==> src/rtl/if_id_buffer.sv <==
`default_nettype none
// ============================================================================
// Module   : if_id_buffer
// Brief    : Circular IF/ID decoupling buffer of fetched {IR, PC} entries.
// Revision : 1.0 - initial release
// ============================================================================
module if_id_buffer #(
  parameter int DEPTH = 2
) (
  input  logic        clk,
  input  logic        CLR_n,
  input  logic        in_valid,
  input  logic [31:0] in_IR,
  input  logic [31:0] in_PC,
  output logic        in_ready,
  input  logic        flush,
  output logic        out_valid,
  output logic [31:0] out_IR,
  output logic [31:0] out_PC,
  input  logic        out_ready,
  output logic [2:0]  count
);

  localparam int              PTR_W   = (DEPTH == 4) ? 2 : 1;
  localparam logic [PTR_W-1:0] c_last  = PTR_W'(DEPTH - 1);
  localparam logic [2:0]       c_depth = 3'(DEPTH);

  logic [31:0]      r_mem_ir [DEPTH];
  logic [31:0]      r_mem_pc [DEPTH];
  logic [PTR_W-1:0] r_rd_ptr;
  logic [PTR_W-1:0] r_wr_ptr;
  logic [2:0]       r_count;

  logic             w_valid;
  logic             w_push;
  logic             w_pop;
  logic [PTR_W-1:0] w_rd_next;
  logic [PTR_W-1:0] w_wr_next;

  // Handshake flags depend on registered occupancy only.
  assign w_valid  = (r_count != 3'd0);
  assign in_ready = (r_count < c_depth);
  assign w_push   = in_valid && in_ready && !flush;
  assign w_pop    = w_valid && out_ready && !flush;

  assign w_rd_next = (r_rd_ptr == c_last) ? '0 : r_rd_ptr + 1'b1;
  assign w_wr_next = (r_wr_ptr == c_last) ? '0 : r_wr_ptr + 1'b1;

  assign out_valid = w_valid;
  assign out_IR    = w_valid ? r_mem_ir[r_rd_ptr] : 32'h0;
  assign out_PC    = w_valid ? r_mem_pc[r_rd_ptr] : 32'h0;
  assign count     = r_count;

  always_ff @(posedge clk) begin
    if (!CLR_n) begin
      r_rd_ptr <= '0;
      r_wr_ptr <= '0;
      r_count  <= 3'd0;
      for (int i = 0; i < DEPTH; i++) begin
        r_mem_ir[i] <= 32'h0;
        r_mem_pc[i] <= 32'h0;
      end
    end else if (flush) begin
      // Stale entry contents are left in place; out_valid=0 masks them.
      r_rd_ptr <= '0;
      r_wr_ptr <= '0;
      r_count  <= 3'd0;
    end else begin
      if (w_push) begin
        r_mem_ir[r_wr_ptr] <= in_IR;
        r_mem_pc[r_wr_ptr] <= in_PC;
        r_wr_ptr           <= w_wr_next;
      end
      if (w_pop) begin
        r_rd_ptr <= w_rd_next;
      end
      if (w_push && !w_pop) begin
        r_count <= r_count + 3'd1;
      end else if (w_pop && !w_push) begin
        r_count <= r_count - 3'd1;
      end
    end
  end

endmodule
`default_nettype wire

==> config.mk <==
export PLATFORM = sky130hd
export DESIGN_NAME = if_id_buffer
export DESIGN_NICKNAME = d
export VERILOG_FILES = /design/src/rtl/if_id_buffer.sv
export SDC_FILE = /design/constraint.sdc
export NUM_CORES = 1
export LEC_CHECK = 0
export BUFFER_PORTS_ARGS = -buffer_cell sky130_fd_sc_hd__buf_2
export CORE_MARGIN = 2
export CORE_UTILIZATION = 50
export CTS_CLUSTER_SIZE = 16
export DETAILED_ROUTE_END_ITERATION = 12
export HOLD_SLACK_MARGIN = 0.02
export MAX_ROUTING_LAYER = met4
export PLACE_DENSITY = 0.85
export SYNTH_ARGS = -nofsm -noshare
export SYNTH_HDL_FRONTEND = slang
export SYNTH_SLANG_ARGS = --single-unit
==> constraint.sdc <==
create_clock -name clk -period 9.7 [get_ports clk]
set_input_delay 1.94 -clock clk [delete_from_list [all_inputs] [get_ports clk]]
set_output_delay 1.94 -clock clk [all_outputs]
set_load 0.02 [all_outputs]
==> results of run 1 <==
logic make-up after synthesis:
| group | share of synthesized area [%] |
|---|---|
| AOI/OAI and AO/OA | 0.373 |
| xor gates and xnor gates | 0.580 |
| adders and majority gates | 0.538 |
| buffers and inverters | 2.26 |
| DFF | 65.6 |
| muxes | 10.8 |
| and+or+nand+nor | 19.9 |
critical path, delay by kind of cell:
kind	cells	cell delay, ps
buffers and inverters	2	200
AND/OR/NAND/NOR	3	2250
Yosys cell counts, types with 2 or more instances:
cell type	count
dfxtp_1	6
mux2i_1	65
buf_2	2
nor2_1	70
inv_1	3
edfxtp_1	128
clkbuf_2	11
o21ai_0	2
xor2_1	3
and2_2	53
buf_1	6
and2_1	75
clkbuf_1	7
metrics by stage:
| step | total power (uW) | worst slack [ps] | util [%] | cells |
|---|---|---|---|---|
| global route | 1490 | 5120 | 62.3 | 740 |
| floorplan | 778 | 2140 | - | 447 |
| global placement | 823 | 4930 | 57.5 | 708 |
| finish | 1440 | 5310 | 62.3 | 740 |
| detailed placement | 830 | 4840 | 57.5 | 708 |
| CTS | 1450 | 5270 | 62.3 | 740 |
registers in the layout, summed over array words and instances, names as in the netlist, named ones only:
name,flops
r_mem_pc,64
r_wr_ptr,1
count,3
r_mem_ir,64
r_rd_ptr,1
per-layer routing:
layer / vias to the layer above / track usage, % / wire length (um)
met5: - / - / 0
met4: 0 / 7.64 / 216
met3: 21 / 4.89 / 568
met2: 117 / 33.3 / 6100
met1: 1791 / 21.4 / 4750
li1: 1803 / - / -
power by group:
part / switching (uW) / internal [uW]
logic: 82.7 / 49.7
registers: 14.9 / 669
clock network: 224 / 398
total: 322 / 1120
how the worst max path moves through the flow:
stage | startpoint | to | slack, ps | depth (start not counted)
6_report | flush | r_mem_ir[1][21]$_SDFFCE_PN0P_ | 5310 | 5
5_1_grt | flush | r_mem_pc[1][0]$_SDFFCE_PN0P_ | 5120 | 5
4_1_cts | flush | r_mem_ir[1][21]$_SDFFCE_PN0P_ | 5270 | 5
3_5_place_dp | flush | r_mem_ir[1][24]$_SDFFCE_PN0P_ | 4840 | 5
3_3_place_gp | flush | r_mem_ir[1][16]$_SDFFCE_PN0P_ | 4930 | 5
2_1_floorplan | flush | r_mem_ir[0][0]$_SDFFCE_PN0P_ | 2140 | 2
area by class of cell:
| cell class | count | area share, % |
|---|---|---|
| Multi-Input combinational cell | 282 | 26.5 |
| Tap cell | 147 | 2.48 |
| Inverter | 4 | 0.202 |
| Timing Repair Buffer | 141 | 9.64 |
| Clock buffer | 20 | 5.88 |
| Sequential cell | 134 | 53.4 |
| Clock inverter | 12 | 1.82 |
==> results.md, run 1 <==
- Status: finished, final reports clean
- PostCTS Resize Cnt: 0
- Pwr Density: 194 nW/um2
- Synth Instances: 447
- Total track usage: 19.2%
- Die Footprint: between 10,000 and 15,000 um2
- Reg clk slew, reported paths: 50 ps
- Area contributors post-synth: edfxtp_1, mux2i_1, and2_1
- CP arrival: approximately 4400 ps
- Slowest cell on the critical path: nand2b_4
- # port buffers: 137
- CTS max path bufs: 2
- Most common cell after layout, fill and taps aside: buf_2
- CP Launch Type: input port
- Synth Cell Area: slightly above 6000 um2
- Net count, final: 651
- WHS Path Cells: 2
- Most frequent cells in the layout: buf_2, edfxtp_1, and2_1
- Register bit count reported by yosys: 134
- CP Class: in -> reg
- Share of layout cells above drive strength 1: about two fifths
- WHS: about 510 ps
- Initial antenna violation count: 0
- Worst path cell trace: buf_2 -> or4b_4 -> inv_2 -> and3_2 -> nand2b_4
- Slew @ Worst Pin: approximately 1100 ps
- Final Hold Viols: 0
- Worst reg-to-reg setup slack: ~6500 ps
- Post-CTS setup buffer count: 0
- Largest net degree at the start of global routing: 66
- Die W: around 110 um
- Worst Skew: around 5.9 ps
- Max Freq: 228 MHz
- Post-Syn Nets: 518
- FF-to-FF End: r_mem_ir[1][21]$_SDFFCE_PN0P_
- Yosys top cell area share: between 60 and 70%
- RD Place Congestion: roughly 0.74
- Ys Warns: 0
- Initial core utilization: between 50% and 60%
- Post-route minimum period: between 4000 and 5000 ps
- CTS root buf: clkbuf_16
- Tcrit/Tclk final: between 40% and 50%
- 1st-iter DRT viols: roughly 180
- Setup TNS: 0 ps
- Clock Sinks: approximately 130
- Final HPWL from detailed placement: roughly 7.0 mm
- Core area: approximately 12,000 um2
- VDD IR max: 0.0913 mV
- Reg-to-reg critical path startpoint: count[1]$_SDFFE_PP0P_
- ANT nets after route: 0
- CTS tree: yes
- Seq/Total Area, Yosys: 65.6%
- # fillers: 930
- Top-Level Pins: 138
- Unrepaired setup endpoints after global routing: false
- Slew HR: a little over a quarter
- CP endpoint kind: flop
- Leak pwr: just over 0.003 uW
- CP max FO: between 60 and 70
- Final setup vio count: 0
- DR pass1 iterations: 4
- Clk_lat worst skew: just over 400 ps
- Htree depth: 4
- Syn_area_per_cell: around 14 um2
- Post-synth EDFFs: between 100 and 150
- Total global routing overflow: 0
- Worst Path Required: between 9000 and 10,000 ps
- Asr flop ratio synth: 0%
- Sequential cell area: approximately 4000 um2
- Area of the multi-input gates: 1970 um2
- Syn-to-layout area delta: 22.8%
- Routed via count: roughly 3,700
- Chip height: roughly 110 um
- Vias per cell: 5.04
- Synth area leader: edfxtp_1
- First-pass GRT wire length: 18.2 mm
- Max-Cap Viols: 0
- Layout Cell Area excl Fill: between 7000 and 8000 um2
- Reg2reg path depth: 4
- Pins Over Slew Limit: 0
- CTS Buf Count: 17
- Crit-path max cell delay: between 800 and 900 ps
- Hold-fix buffers, CTS: 0
- Antenna fix cells: 0
- DRC Markers: 0
- Hold Crit Class: reg -> reg
- Synth unique cells: 29
- DR WL/cell: 15.7 um
- Rows: 40
- Total wire length: around 12 mm
- Placement Cell Area: slightly below 7000 um2
- Post-synth top flop: edfxtp_1
- Hold Startpoint: r_rd_ptr$_SDFFE_PP0P_
- Vias in the first global route: between 3,000 and 4,000
Power figures use the tool's default switching activity.
==> run 2: changes to the inputs <==
--- a/config.mk
+++ b/config.mk
@@ -7,12 +7,12 @@
 export LEC_CHECK = 0
 export BUFFER_PORTS_ARGS = -buffer_cell sky130_fd_sc_hd__buf_2
 export CORE_MARGIN = 2
-export CORE_UTILIZATION = 50
+export CORE_UTILIZATION = 49
 export CTS_CLUSTER_SIZE = 16
 export DETAILED_ROUTE_END_ITERATION = 12
 export HOLD_SLACK_MARGIN = 0.02
 export MAX_ROUTING_LAYER = met4
-export PLACE_DENSITY = 0.85
+export PLACE_DENSITY = 0.86
 export SYNTH_ARGS = -nofsm -noshare
 export SYNTH_HDL_FRONTEND = slang
 export SYNTH_SLANG_ARGS = --single-unit
==> constraint.sdc (replaced) <==
create_clock -name clk -period 3.6 [get_ports clk]
set_input_delay 0.72 -clock clk [delete_from_list [all_inputs] [get_ports clk]]
set_output_delay 0.72 -clock clk [all_outputs]
set_load 0.02 [all_outputs]
==> run 2 against run 1 <==
Net effect:
- sequential cell count did not move
- sequential power grew to 2.7 times the previous value
- combinational power rose to 2.8 times the previous value
- register-to-register slack lost 5400 ps
- design area rose by 1.3%
- worst setup slack worse by 4400 ps
- non-clock buffer count is 3 higher
- sequential share of layout area shrank 0.71 points
- critical path depth down 1
- core utilization increased by 0.31 points
- cell count is 0.41% higher
- critical path type is now reg -> out
- largest power group unchanged
==> results.md, run 2 (synthesized netlist as in run 1, its figures left out) <==
- Status: finished, final reports clean
- Chip height: approximately 120 um
- Syn-to-layout area delta: 24.5%
- CTS max path bufs: 2
- VDD IR max: around 0.28 mV
- Htree depth: 4
- Initial antenna violation count: 0
- Leak pwr: 0.00307 uW
- Vias in the first global route: 3,901
- Total wire length: around 12 mm
- CTS Buf Count: 17
- Unrepaired setup endpoints after global routing: false
- Clock Sinks: ~130
- Vias per cell: just over 5
- Worst Skew: 5.17 ps
- Reg clk slew, reported paths: 50 ps
- Largest net degree at the start of global routing: 65
- Pwr Density: roughly 530 nW/um2
- Rows: 40
- Total track usage: 18.6%
- Area of the multi-input gates: slightly below 2000 um2
- Share of layout cells above drive strength 1: 39.3%
- CP Launch Type: flop
- Net count, final: 654
- Antenna fix cells: 0
- DR WL/cell: 15.6 um
- Final setup vio count: 0
- Top-Level Pins: ~140
- Hold-fix buffers, CTS: 0
- Total power: roughly 4000 uW
- Initial core utilization: about half
- Routed via count: 3,765
- Slew HR: a little over half
- Most common cell after layout, fill and taps aside: buf_2
- CP endpoint kind: output port
- # port buffers: roughly 140
- Core area: 12,000 um2
- Sequential cell area: between 3000 and 4000 um2
- ANT nets after route: 0
- Tcrit/Tclk final: around three quarters
- Post-CTS setup buffer count: 0
- Total global routing overflow: 0
- Die Footprint: 13,200 um2
- Pins Over Slew Limit: 0
- Max Freq: 367 MHz
- Worst Path Required: 2880 ps
- # fillers: 895
- Post-route minimum period: 2720 ps
- Max-Cap Viols: 0
- Clk_lat worst skew: between 400 and 500 ps
- First-pass GRT wire length: about 18 mm
- CP arrival: roughly 2000 ps
- DR pass1 iterations: 4
- Die W: 115 um
- Finished Layout Cells: ~740
- CP max FO: 39
- Final Hold Viols: 0
- PostCTS Resize Cnt: 0
- Most frequent cells in the layout: buf_2, edfxtp_1, and2_1
- CP Class: reg -> out
- Final HPWL from detailed placement: roughly 7 mm
- Hold Crit Class: reg -> reg
- DRC Markers: 0
- RD Place Congestion: between 0.8 and 0.9
- 1st-iter DRT viols: ~250
- CTS tree: yes
- Dpl cells: just over 700
- Slew @ Worst Pin: 717 ps
- Setup TNS: 0 ps
- CTS root buf: clkbuf_16
run 2: cell types whose count changed in the layout (fill, tap and decap cells not counted), sizes merged:
cell / delta
buf: +3
clkbuf: -3
clkinvlp: +3
bufinv: +1
clkinv: -1
run 2: per-stage QoR:
step	cell area (um2)	setup WS (ps)	hold WS [ps]	util (%)
6_report	7520	876	509	62.6
5_1_grt	7520	744	557	62.6
4_1_cts	7520	804	514	62.6
3_5_place_dp	6910	762	502	57.5
3_3_place_gp	6910	825	489	57.5
2_1_floorplan	6050	219	472	-
run 2: cell type report:
type	count	share of cell area [%]
clock inverter	15	2.48
tap	147	2.44
clock buffer	17	5.65
sequential	134	52.7
timing repair buffer	144	10.3
inverter	4	0.200
multi-input combinational	282	26.2
run 2: worst paths after layout:
path                                             from                     to  slack [ps]  depth (start not counted)
worst max-delay path                             flop             out_PC[20]         880                          4
worst min register to register  r_rd_ptr$_SDFFE_PP0P_                   flop         510                          2
worst min-delay path            r_rd_ptr$_SDFFE_PP0P_                   flop         510                          2
worst max register to register  count[2]$_SDFFE_PP0P_  count[2]$_SDFFE_PP0P_        1100                          8
run 2: per-layer routing:
metal  vias to the layer above  GRT usage, %  share of wire [%]
li1                       1813             -                  -
met1                      1835          19.2                 41
met2                       103          32.7                 53
met3                        14          5.27                4.6
met4                         0          8.35                1.0
met5                         -             -                  0
run 2: report_power, final:
part           internal, uW  switching, uW  total, uW
clock network          1150            621       1770
registers              1800           35.3       1840
logic                   139            227        367
run 2: worst max-delay path: stages, from the launching register on:
cell	delay, ps
dfxtp_4	810
buf_12	300
mux2i_1	230
nor2_1	80
buf_2	170
